### config.mk
export PLATFORM = sky130hd
export DESIGN_NAME = dmem_arbiter_flat
export DESIGN_NICKNAME = d
export VERILOG_FILES = /design/src/rtl/dmem_pkg.sv /design/src/rtl/dmem_arbiter_if.sv /design/src/rtl/dmem_req_check.sv /design/src/rtl/dmem_arbiter.sv /design/src/flat_wrapper.sv
export SDC_FILE = /design/constraint.sdc
export NUM_CORES = 1
export LEC_CHECK = 0
export BUFFER_PORTS_ARGS = -buffer_cell sky130_fd_sc_hd__buf_2
export CAP_MARGIN = 0
export CORE_UTILIZATION = 48
export DETAILED_ROUTE_END_ITERATION = 8
export PLACE_DENSITY = 0.9
export SLEW_MARGIN = 20
export SYNTH_ARGS = -nofsm -noshare
export SYNTH_HDL_FRONTEND = slang
export SYNTH_SLANG_ARGS = --single-unit
### constraint.sdc
create_clock -name clk -period 4.9 [get_ports clk]
set_input_delay 0.735 -clock clk [delete_from_list [all_inputs] [get_ports clk]]
set_output_delay 0.735 -clock clk [all_outputs]
set_load 0.01 [all_outputs]
### src/rtl/dmem_pkg.sv
// dmem_pkg: shared func3 encodings, FSM state type and access-size helper for the data-memory arbiter
package dmem_pkg;
  localparam logic [2:0] F3_B  = 3'b000;
  localparam logic [2:0] F3_H  = 3'b001;
  localparam logic [2:0] F3_W  = 3'b010;
  localparam logic [2:0] F3_BU = 3'b100;
  localparam logic [2:0] F3_HU = 3'b101;

  typedef enum logic [1:0] {IDLE, MEM, RESP} state_t;

  // Bytes touched by an access; only meaningful for legal func3 values
  function automatic logic [2:0] acc_size(logic [2:0] func3);
    return func3[1] ? 3'd4 : func3[0] ? 3'd2 : 3'd1;
  endfunction
endpackage

### src/rtl/dmem_arbiter_if.sv
// dmem_arbiter_if: one requester port of the data-memory arbiter
interface dmem_arbiter_if #(parameter int ADDR_W = 32) ();
  logic              req;
  logic              we;
  logic [ADDR_W-1:0] addr;
  logic [2:0]        func3;
  logic [31:0]       wdata;
  logic              gnt;
  logic              rvalid;
  logic [31:0]       rdata;
  logic              err;

  modport master (output req, we, addr, func3, wdata, input gnt, rvalid, rdata, err);
  modport slave  (input req, we, addr, func3, wdata, output gnt, rvalid, rdata, err);
endinterface

### src/rtl/dmem_req_check.sv
// dmem_req_check: flags illegal func3, misalignment and out-of-range accesses
module dmem_req_check
  import dmem_pkg::*;
#(
  parameter int ADDR_W    = 32,
  parameter int MEM_BYTES = 64
) (
  input  logic              we,
  input  logic [ADDR_W-1:0] addr,
  input  logic [2:0]        func3,
  output logic              err
);
  logic            bad_f3;
  logic            misal;
  logic [ADDR_W:0] end_addr;

  // The extra top bit keeps addr + size from wrapping near the top of the address space
  always_comb begin
    bad_f3   = we ? !(func3 inside {F3_B, F3_H, F3_W})
                  : !(func3 inside {F3_B, F3_H, F3_W, F3_BU, F3_HU});
    misal    = (func3[1:0] == 2'b01 && addr[0]) || (func3[1:0] == 2'b10 && addr[1:0] != 2'b00);
    end_addr = {1'b0, addr} + (ADDR_W+1)'(acc_size(func3));
    err      = bad_f3 || misal || end_addr > (ADDR_W+1)'(MEM_BYTES);
  end
endmodule

### src/rtl/dmem_arbiter.sv
// dmem_arbiter: round-robin two-port arbiter and one-cycle sequencer for the data memory
module dmem_arbiter
  import dmem_pkg::*;
#(
  parameter int ADDR_W    = 32,
  parameter int MEM_BYTES = 64
) (
  input  logic              clk,
  input  logic              rst_n,
  dmem_arbiter_if.slave     m0,
  dmem_arbiter_if.slave     m1,
  output logic              mem_we,
  output logic [ADDR_W-1:0] mem_addr,
  output logic [2:0]        mem_func3,
  output logic [31:0]       mem_wdata,
  input  logic [31:0]       mem_rdata
);
  state_t            state, state_nx;
  logic              last;
  logic              gnt0, gnt1;
  logic              c_we, c_err;
  logic [ADDR_W-1:0] c_addr;
  logic [2:0]        c_f3;
  logic              t_port, t_we, t_err;
  logic [ADDR_W-1:0] t_addr;
  logic [2:0]        t_f3;
  logic [31:0]       t_wdata, rdata_q;
  logic              mem_on, resp;

  dmem_req_check #(.ADDR_W(ADDR_W), .MEM_BYTES(MEM_BYTES)) u_chk (
    .we   (c_we),
    .addr (c_addr),
    .func3(c_f3),
    .err  (c_err)
  );

  // Arbitrate in IDLE/RESP; a tie goes to the port that did not win last time
  always_comb begin
    gnt0     = 1'b0;
    gnt1     = 1'b0;
    state_nx = RESP;
    if (state != MEM) begin
      gnt0     = rst_n && m0.req && (!m1.req || last);
      gnt1     = rst_n && m1.req && (!m0.req || !last);
      state_nx = (gnt0 || gnt1) ? MEM : IDLE;
    end
    c_we   = gnt1 ? m1.we    : m0.we;
    c_addr = gnt1 ? m1.addr  : m0.addr;
    c_f3   = gnt1 ? m1.func3 : m0.func3;
  end

  // Memory is driven only in MEM and only for an access that passed the checks
  always_comb begin
    mem_on    = state == MEM && !t_err;
    resp      = state == RESP;
    mem_we    = mem_on && t_we;
    mem_addr  = mem_on ? t_addr  : '0;
    mem_func3 = mem_on ? t_f3    : '0;
    mem_wdata = mem_on ? t_wdata : '0;
  end

  assign m0.gnt    = gnt0;
  assign m1.gnt    = gnt1;
  assign m0.rvalid = resp && !t_port;
  assign m1.rvalid = resp && t_port;
  assign m0.err    = m0.rvalid && t_err;
  assign m1.err    = m1.rvalid && t_err;
  assign m0.rdata  = m0.rvalid ? rdata_q : '0;
  assign m1.rdata  = m1.rvalid ? rdata_q : '0;

  // State, round-robin pointer, transaction register and captured load data
  always_ff @(posedge clk or negedge rst_n) begin
    if (!rst_n) begin
      state   <= IDLE;
      last    <= 1'b1;
      t_port  <= 1'b0;
      t_we    <= 1'b0;
      t_err   <= 1'b0;
      t_addr  <= '0;
      t_f3    <= '0;
      t_wdata <= '0;
      rdata_q <= '0;
    end else begin
      state <= state_nx;
      if (gnt0 || gnt1) begin
        last    <= gnt1;
        t_port  <= gnt1;
        t_we    <= c_we;
        t_err   <= c_err;
        t_addr  <= c_addr;
        t_f3    <= c_f3;
        t_wdata <= gnt1 ? m1.wdata : m0.wdata;
      end
      if (state == MEM) rdata_q <= (t_we || t_err) ? '0 : mem_rdata;
    end
  end
endmodule

### src/flat_wrapper.sv
// flat-port wrapper written by rule: the top's interface ports become plain ports
module dmem_arbiter_flat import dmem_pkg::*;
#(
  parameter int ADDR_W    = 32,
  parameter int MEM_BYTES = 64
)
  (clk, rst_n, mem_we, mem_addr, mem_func3, mem_wdata, mem_rdata, m0_req, m0_we, m0_addr, m0_func3, m0_wdata, m0_gnt, m0_rvalid, m0_rdata, m0_err, m1_req, m1_we, m1_addr, m1_func3, m1_wdata, m1_gnt, m1_rvalid, m1_rdata, m1_err);
  dmem_arbiter_if #(.ADDR_W(ADDR_W)) m0_i ();
  dmem_arbiter_if #(.ADDR_W(ADDR_W)) m1_i ();
  input  logic clk;
  input  logic rst_n;
  output logic mem_we;
  output logic [ADDR_W-1:0] mem_addr;
  output logic [2:0] mem_func3;
  output logic [31:0] mem_wdata;
  input  logic [31:0] mem_rdata;
  input wire logic [$bits(m0_i.req)-1:0] m0_req;
  input wire logic [$bits(m0_i.we)-1:0] m0_we;
  input wire logic [$bits(m0_i.addr)-1:0] m0_addr;
  input wire logic [$bits(m0_i.func3)-1:0] m0_func3;
  input wire logic [$bits(m0_i.wdata)-1:0] m0_wdata;
  output wire logic [$bits(m0_i.gnt)-1:0] m0_gnt;
  output wire logic [$bits(m0_i.rvalid)-1:0] m0_rvalid;
  output wire logic [$bits(m0_i.rdata)-1:0] m0_rdata;
  output wire logic [$bits(m0_i.err)-1:0] m0_err;
  input wire logic [$bits(m1_i.req)-1:0] m1_req;
  input wire logic [$bits(m1_i.we)-1:0] m1_we;
  input wire logic [$bits(m1_i.addr)-1:0] m1_addr;
  input wire logic [$bits(m1_i.func3)-1:0] m1_func3;
  input wire logic [$bits(m1_i.wdata)-1:0] m1_wdata;
  output wire logic [$bits(m1_i.gnt)-1:0] m1_gnt;
  output wire logic [$bits(m1_i.rvalid)-1:0] m1_rvalid;
  output wire logic [$bits(m1_i.rdata)-1:0] m1_rdata;
  output wire logic [$bits(m1_i.err)-1:0] m1_err;
  assign m0_i.req = m0_req;
  assign m0_i.we = m0_we;
  assign m0_i.addr = m0_addr;
  assign m0_i.func3 = m0_func3;
  assign m0_i.wdata = m0_wdata;
  assign m0_gnt = m0_i.gnt;
  assign m0_rvalid = m0_i.rvalid;
  assign m0_rdata = m0_i.rdata;
  assign m0_err = m0_i.err;
  assign m1_i.req = m1_req;
  assign m1_i.we = m1_we;
  assign m1_i.addr = m1_addr;
  assign m1_i.func3 = m1_func3;
  assign m1_i.wdata = m1_wdata;
  assign m1_gnt = m1_i.gnt;
  assign m1_rvalid = m1_i.rvalid;
  assign m1_rdata = m1_i.rdata;
  assign m1_err = m1_i.err;
  dmem_arbiter #(.ADDR_W(ADDR_W), .MEM_BYTES(MEM_BYTES)) u_core (.clk(clk), .rst_n(rst_n), .m0(m0_i), .m1(m1_i), .mem_we(mem_we), .mem_addr(mem_addr), .mem_func3(mem_func3), .mem_wdata(mem_wdata), .mem_rdata(mem_rdata));
endmodule
* Word-level counts from Yosys, hierarchy flattened
Cells that the tools add are included.
Storage, ports and cells: output and inout bits 138, register bits after elaboration 105, logic and storage cells 68
Operators by class: reductions and logical operators 31, equality and inequality tests 9, multiplexer cells 17, add/subtract/negate cells 1, $lt $le $gt $ge 1
Operators with widths (count):
- $mux W32 | 7
- $add A32 B3 Y33 | 1
- $gt A33 B7 Y1 const B | 1
- $logic_and A1 B1 Y1 | 12
- $mux W3 | 3
- $logic_or A1 B1 Y1 | 8
- $logic_not A1 Y1 | 7
- $eq A3 B3 Y1 const B | 2
- $mux W1 | 5
- $reduce_bool A5 Y1 | 1
- $eq A2 B1 Y1 const B | 2
- $eq A2 B2 Y1 const B | 2
- $mux W2 | 2
- $eq A3 B1 Y1 const B | 1
- $eq A3 B2 Y1 const B | 1
- $logic_not A3 Y1 | 1
- $reduce_bool A3 Y1 | 1
- $ne A2 B1 Y1 const B | 1
- $reduce_bool A2 Y1 | 1

* Logic depth before layout (Yosys ltp)
depth after elaboration 11, gate-level depth with buffers 20, gate-level depth less buffers 15

* Hierarchy
From an unflattened synthesis, not the netlist that was laid out.
Second synthesis, totals: cell total of the unflattened synthesis 824, area, all modules 7070.5 sq um
Modules (own cells, without submodules):
- dmem_arbiter | area each 6228.5 sq um, cells each 693, instances 1
- dmem_req_check | area each 842.1 sq um, cells each 131, instances 1

* Worst setup path before layout
OpenSTA, ideal clock, no wires.
path type input -> register, start input port m1_req, end register u_core.t_err, path slack 0.435 ns, data arrival time 4.331 ns, setup time 0.134 ns, data required time 4.766 ns, cell stages on the path 20, buffers on the path 5, cell sequence a21boi_2 -> nand3_4 -> clkinv_2 -> buf_4 -> buf_2 -> buf_1 -> clkbuf_1 -> nand2_1 -> nand2_1 -> ha_1 -> buf_2 -> o21ai_0 -> nor2_1 -> mux2i_2 -> a2111oi_4 -> nand3_1 -> xor2_1 -> or4_1 -> nor4_1 -> a21oi_1
On the way: longest elaborated chain between the ends 10, elaborated cells on any way between the ends 33, classes of those cells add/sub: 1; order compare: 1; eq/ne: 6; mux: 8; reduce/logical: 17
Ends and longest elaborated chain:
- start, declared | RTL line flat_wrapper.sv:26 | input wire logic [$bits(m1_i.req)-1:0] m1_req;
- $logic_and A1 B1 Y1 * (2 in a row) | RTL line dmem_arbiter.sv:44 | gnt1 = rst_n && m1.req && (!m0.req || !last);
- $mux W1 * | RTL line dmem_arbiter.sv:42 | if (state != MEM) begin
- $mux W3 * | RTL line dmem_arbiter.sv:49 | c_f3 = gnt1 ? m1.func3 : m0.func3;
- named net u_core.c_f3[1] | RTL line dmem_arbiter.sv:23 | logic [2:0] c_f3;
- branches (longest 5 deep; another with $add A32 B3 Y33)
- $logic_or A1 B1 Y1 * | RTL line dmem_req_check.sv:23 | err = bad_f3 || misal || end_addr > (ADDR_W+1)'(MEM_BYTES);
- end signal, assigned | RTL line dmem_arbiter.sv:89 | t_err <= c_err;
- end, declared | RTL line dmem_arbiter.sv:24 | logic t_port, t_we, t_err;
Mark *: on every way through the listed nets, which the timed path passes. A chain may end at the register's enable or synchronous reset.

* Worst setup path after layout
start register u_core.state[0], end register u_core.t_err
On the way: elaborated cells on any way between the ends 29, classes of those cells add/sub: 1; order compare: 1; eq/ne: 7; mux: 8; reduce/logical: 12
RTL lines:
- start, declared | RTL line dmem_arbiter.sv:18 | state_t state, state_nx;
- start signal, assigned | RTL line dmem_arbiter.sv:84 | state <= state_nx;
- $ne A2 B1 Y1 | RTL line dmem_arbiter.sv:42
- $mux W1 | RTL line dmem_arbiter.sv:42
- $mux W32 | RTL line dmem_arbiter.sv:48 | c_addr = gnt1 ? m1.addr : m0.addr;
- named net u_core.c_addr[2] | RTL line dmem_arbiter.sv:22 | logic [ADDR_W-1:0] c_addr;
- $add A32 B3 Y33 | RTL line dmem_req_check.sv:22 | end_addr = {1'b0, addr} + (ADDR_W+1)'(acc_size(func3));
- $gt A33 B7 Y1 | RTL line dmem_req_check.sv:23
- $logic_or A1 B1 Y1 | RTL line dmem_req_check.sv:23
The timed path passes the listed nets, and every way through them passes these cells.

==> metrics.md <==
| Metric | Value |
|---|---|
| First-pass GRT wire length | `~34 mm` |
| Crit Path Category | `flip-flop to flip-flop` |
| Top FF cell, synth | `dfrtp_1` |
| FF+latch count, synth | `105` |
| Synth Cell Area | `roughly 7000 sq um` |
| Util after Layout | `0.637` |
| Crit path DAT | `4.35 ns` |
| Routed Antenna Nets | `0` |
| Setup Slack @ Placement | `0.631 ns` |
| CTS tree | `built` |
| CTS max path bufs | `2` |
| TritonRoute pass-1 iters | `5` |
| Root Driver | `clkbuf_16` |
| Hold Path End | `u_core.last` |
| Min cycle time layout | `between 4 and 5 ns` |
| GR Layer Usage met2 | `0.499` |
| Biggest area consumer among synthesized cells | `dfrtp_1` |
| Setup violations, final | `0` |
| Reg-to-Reg Start | `u_core.state[0]` |
| Via/cell ratio | `between 5 and 6` |
| Starting Density | `0.497` |
| H-tree lvl count | `3` |
| Final slew viol count | `0` |
| Worst hold path type | `flip-flop to flip-flop` |
| # port buffers | `~300` |
| Final Instance Area | `between 8000 and 9000 sq um` |
| I/O pins | `310` |
| Clock network fraction of total power | `0.268` |
| Status | `completed` |
| Clock slew at reported path FFs | `about 0.070 ns` |
| Post-Route Skew | `0.0109 ns` |
| Net Switching | `908 uW` |
| GR Util met3 | `0.0446` |
| Pwr Density | `between 200 and 300 nW/um^2` |
| Syn avg cell area | `~8.2 sq um` |
| CP startpoint kind | `flip-flop` |
| Gr busiest metal | `met2` |
| Clk_lat worst skew | `about 0.35 ns` |
| Rel. slew slack | `0.435` |
| Most common cell after layout, fill and taps aside | `buf_2` |
| Met1 Usage GRT | `0.373` |
| Peak Freq | `roughly 240 MHz` |
| Synthesized Nets | `between 1000 and 1500` |
| RSZ-0062 raised after global routing | `false` |
| P_leak | `approximately 0.0046 uW` |
| Final GP Congestion | `0.905` |
| Internal power | `between 1500 and 2000 uW` |
| Die area | `between 15000 and 20000 sq um` |
| WP data required | `5.11 ns` |
| Largest net degree at the start of global routing | `70` |
| Vias in the first global route | `approximately 7000` |
| Crit end category | `flip-flop` |
| Clock tree sinks | `approximately 110` |
| Setup WS post-layout | `approximately 0.76 ns` |
| Tightest Pin Transition | `0.848 ns` |
| Period Utilization, post-route | `0.844` |
| Async SR Flop Fraction | `1.00` |
| Reg2reg setup slack | `0.76 ns` |
| Hold Startpoint | `u_core.last` |
| Post-synthesis cell count | `around 850` |
| Hold depth | `2` |
| Tot GR Track Use | `0.294` |
| Chip height | `123 um` |
| Post-synth EDFFs | `0` |
| Total Wirelength | `approximately 22 mm` |
| Peak supply drop | `between 0.00015 and 0.0002 V` |
| Initial DRC count | `between 600 and 700` |
| Synth top area share | `0.373` |
| Crit Path Max Fanout | `39` |
| CTS Buf Count | `9` |
| Grt ovf | `0` |
| HPWL reported at the end of detailed placement | `16.3 mm` |
| Drt wl/cell | `16.8 um` |
| Area grow syn2layout | `28.1%` |
| Seq pwr share | `0.461` |
| Post-CTS Setup Repair Bufs | `0` |
| Comb power frac | `0.271` |
| Max cap viols | `0` |
| # resized after CTS | `0` |
| Core area | `about 14000 sq um` |
| RR Endpoint | `u_core.t_err` |
| Sw frac | `0.340` |
| DRC | `0` |
| Synth unique cells | `69` |
| Sequential share of the synthesized area | `0.377` |
| Final Hold Vio Count | `0` |
| Largest cells by area after synthesis | `dfrtp_1 37%, and2_1 12%, nand2_1 8.2%` |
| Ys Warns | `0` |
| Setup TNS | `0 ns` |
| Reg2Reg Depth | `15` |
| Share of layout cells above drive strength 1 | `0.329` |
| Placed cell area | `between 8000 and 9000 sq um` |
| Commonest non-fill, non-tap cells in the layout | `308 x buf_2, 153 x nand2_1, 136 x and2_1, 104 x dfrtp_1, 75 x nor2_1` |
| Hold-fix buffers, CTS | `0` |
| Die X | `~120 um` |
| Final net count | `1302` |
| DR vias | `7434` |
| Initial antenna violation count | `1` |
| Row count | `43` |
## cells in the mapped netlist (3+ instances only)
| cell type | number |
|---|---|
| nand2_1 | 153 |
| and2_1 | 136 |
| dfrtp_1 | 104 |
| nor2_1 | 76 |
| a31oi_1 | 50 |
| clkbuf_1 | 46 |
| a22o_1 | 34 |
| o21ai_0 | 26 |
| mux2i_1 | 24 |
| a21oi_1 | 19 |
| nand4_1 | 17 |
| nand3_1 | 16 |
| mux2_2 | 14 |
| inv_1 | 10 |
| or3_1 | 10 |
| xnor2_1 | 10 |
| nor3_1 | 8 |
| xor2_1 | 8 |
| and3_1 | 6 |
| buf_1 | 5 |
| nor3b_1 | 4 |
| nor4_1 | 4 |
| a21boi_0 | 3 |
| buf_2 | 3 |
| ha_1 | 3 |
| nor2b_1 | 3 |
| o211ai_1 | 3 |
| o22ai_1 | 3 |
## cell type report
| class | instances | area, sq um |
|---|---|---|
| antenna | 1 | 2.50 |
| clock buffer | 10 | 239 |
| clock inverter | 6 | 50.0 |
| fill | 1191 | 5100 |
| inverter | 11 | 42.5 |
| multi-input combinational | 678 | 4100 |
| sequential | 105 | 2630 |
| tap | 180 | 225 |
| timing repair buffer | 322 | 1650 |
## per-layer routing
metal | vias up | wire, um
li1 | 3530 | -
met3 | 50 | 1560
met2 | 370 | 11000
met4 | 0 | 543
met1 | 3484 | 8910
met5 | - | 0
## state kept, by name (all words and copies together) (netlist names)
register and count:
u_core.t_wdata 32, u_core.t_port 1, u_core.t_err 1, u_core.t_f3 3, u_core.last 1, u_core.state 2, u_core.t_we 1, u_core.t_addr 32
u_core.rdata_q 32
## cells by family (layout without fill, tap and decap cells)
logic type               count (synthesis)  after routing  share of synthesized area
flip-flops                             105            105                      0.377
AND/OR/NAND/NOR                        450            450                      0.326
other                                    0              1                          0
buffers and inverters                   69            349                     0.0402
AO/OA/AOI/OAI                          166            166                      0.167
adder cells (fa/ha/maj)                  5              5                    0.00843
multiplexers                            39             39                     0.0590
XOR/XNOR                                18             18                     0.0226
## metrics by stage
stage / hold slack (ns) / instances / total power, uW
detailed placement: 0.491 / 1296 / 1960
global route: 0.525 / 1312 / 2830
CTS: 0.497 / 1312 / 2670
finish: 0.494 / 1313 / 2670
floorplan: 0.439 / 852 / 1690
global placement: 0.480 / 1296 / 1930
## power by group through the flow
stage | clock network, uW | registers (uW) | logic (uW)
global route | 762 | 1260 | 809
finish | 717 | 1230 | 724
CTS | 727 | 1230 | 720
floorplan | 0 | 1200 | 491
detailed placement | 0 | 1240 | 716
global placement | 0 | 1230 | 695
## critical path, stage by stage (launching register included)
cell	delay, ns
dfrtp_1	0.43
nand2b_4	0.41
nand3_4	0.20
clkinv_2	0.20
nand2_1	0.07
nand2_1	0.10
ha_1	0.37
o21ai_0	0.21
nor2_1	0.17
mux2i_2	0.10
nor4_2	0.61
nand3_1	0.18
o311ai_0	0.16
nand4_1	0.13
a2111oi_0	0.52
a21oi_1	0.14
## how the worst max path moves through the flow
stage / slack, ns / startpoint / cells after the start / endpoint
after floorplan: 0.43 / m1_req / 20 / u_core.t_err
after CTS: 0.81 / u_core.state[0] / 15 / u_core.t_err
after detailed placement: 0.63 / m0_req / 16 / u_core.t_err
after global placement: 0.81 / m0_req / 16 / u_core.t_err
final: 0.76 / u_core.state[0] / 15 / u_core.t_err
after global routing: 0.34 / u_core.state[0] / 15 / u_core.t_err
Power figures use the tool's default switching activity.
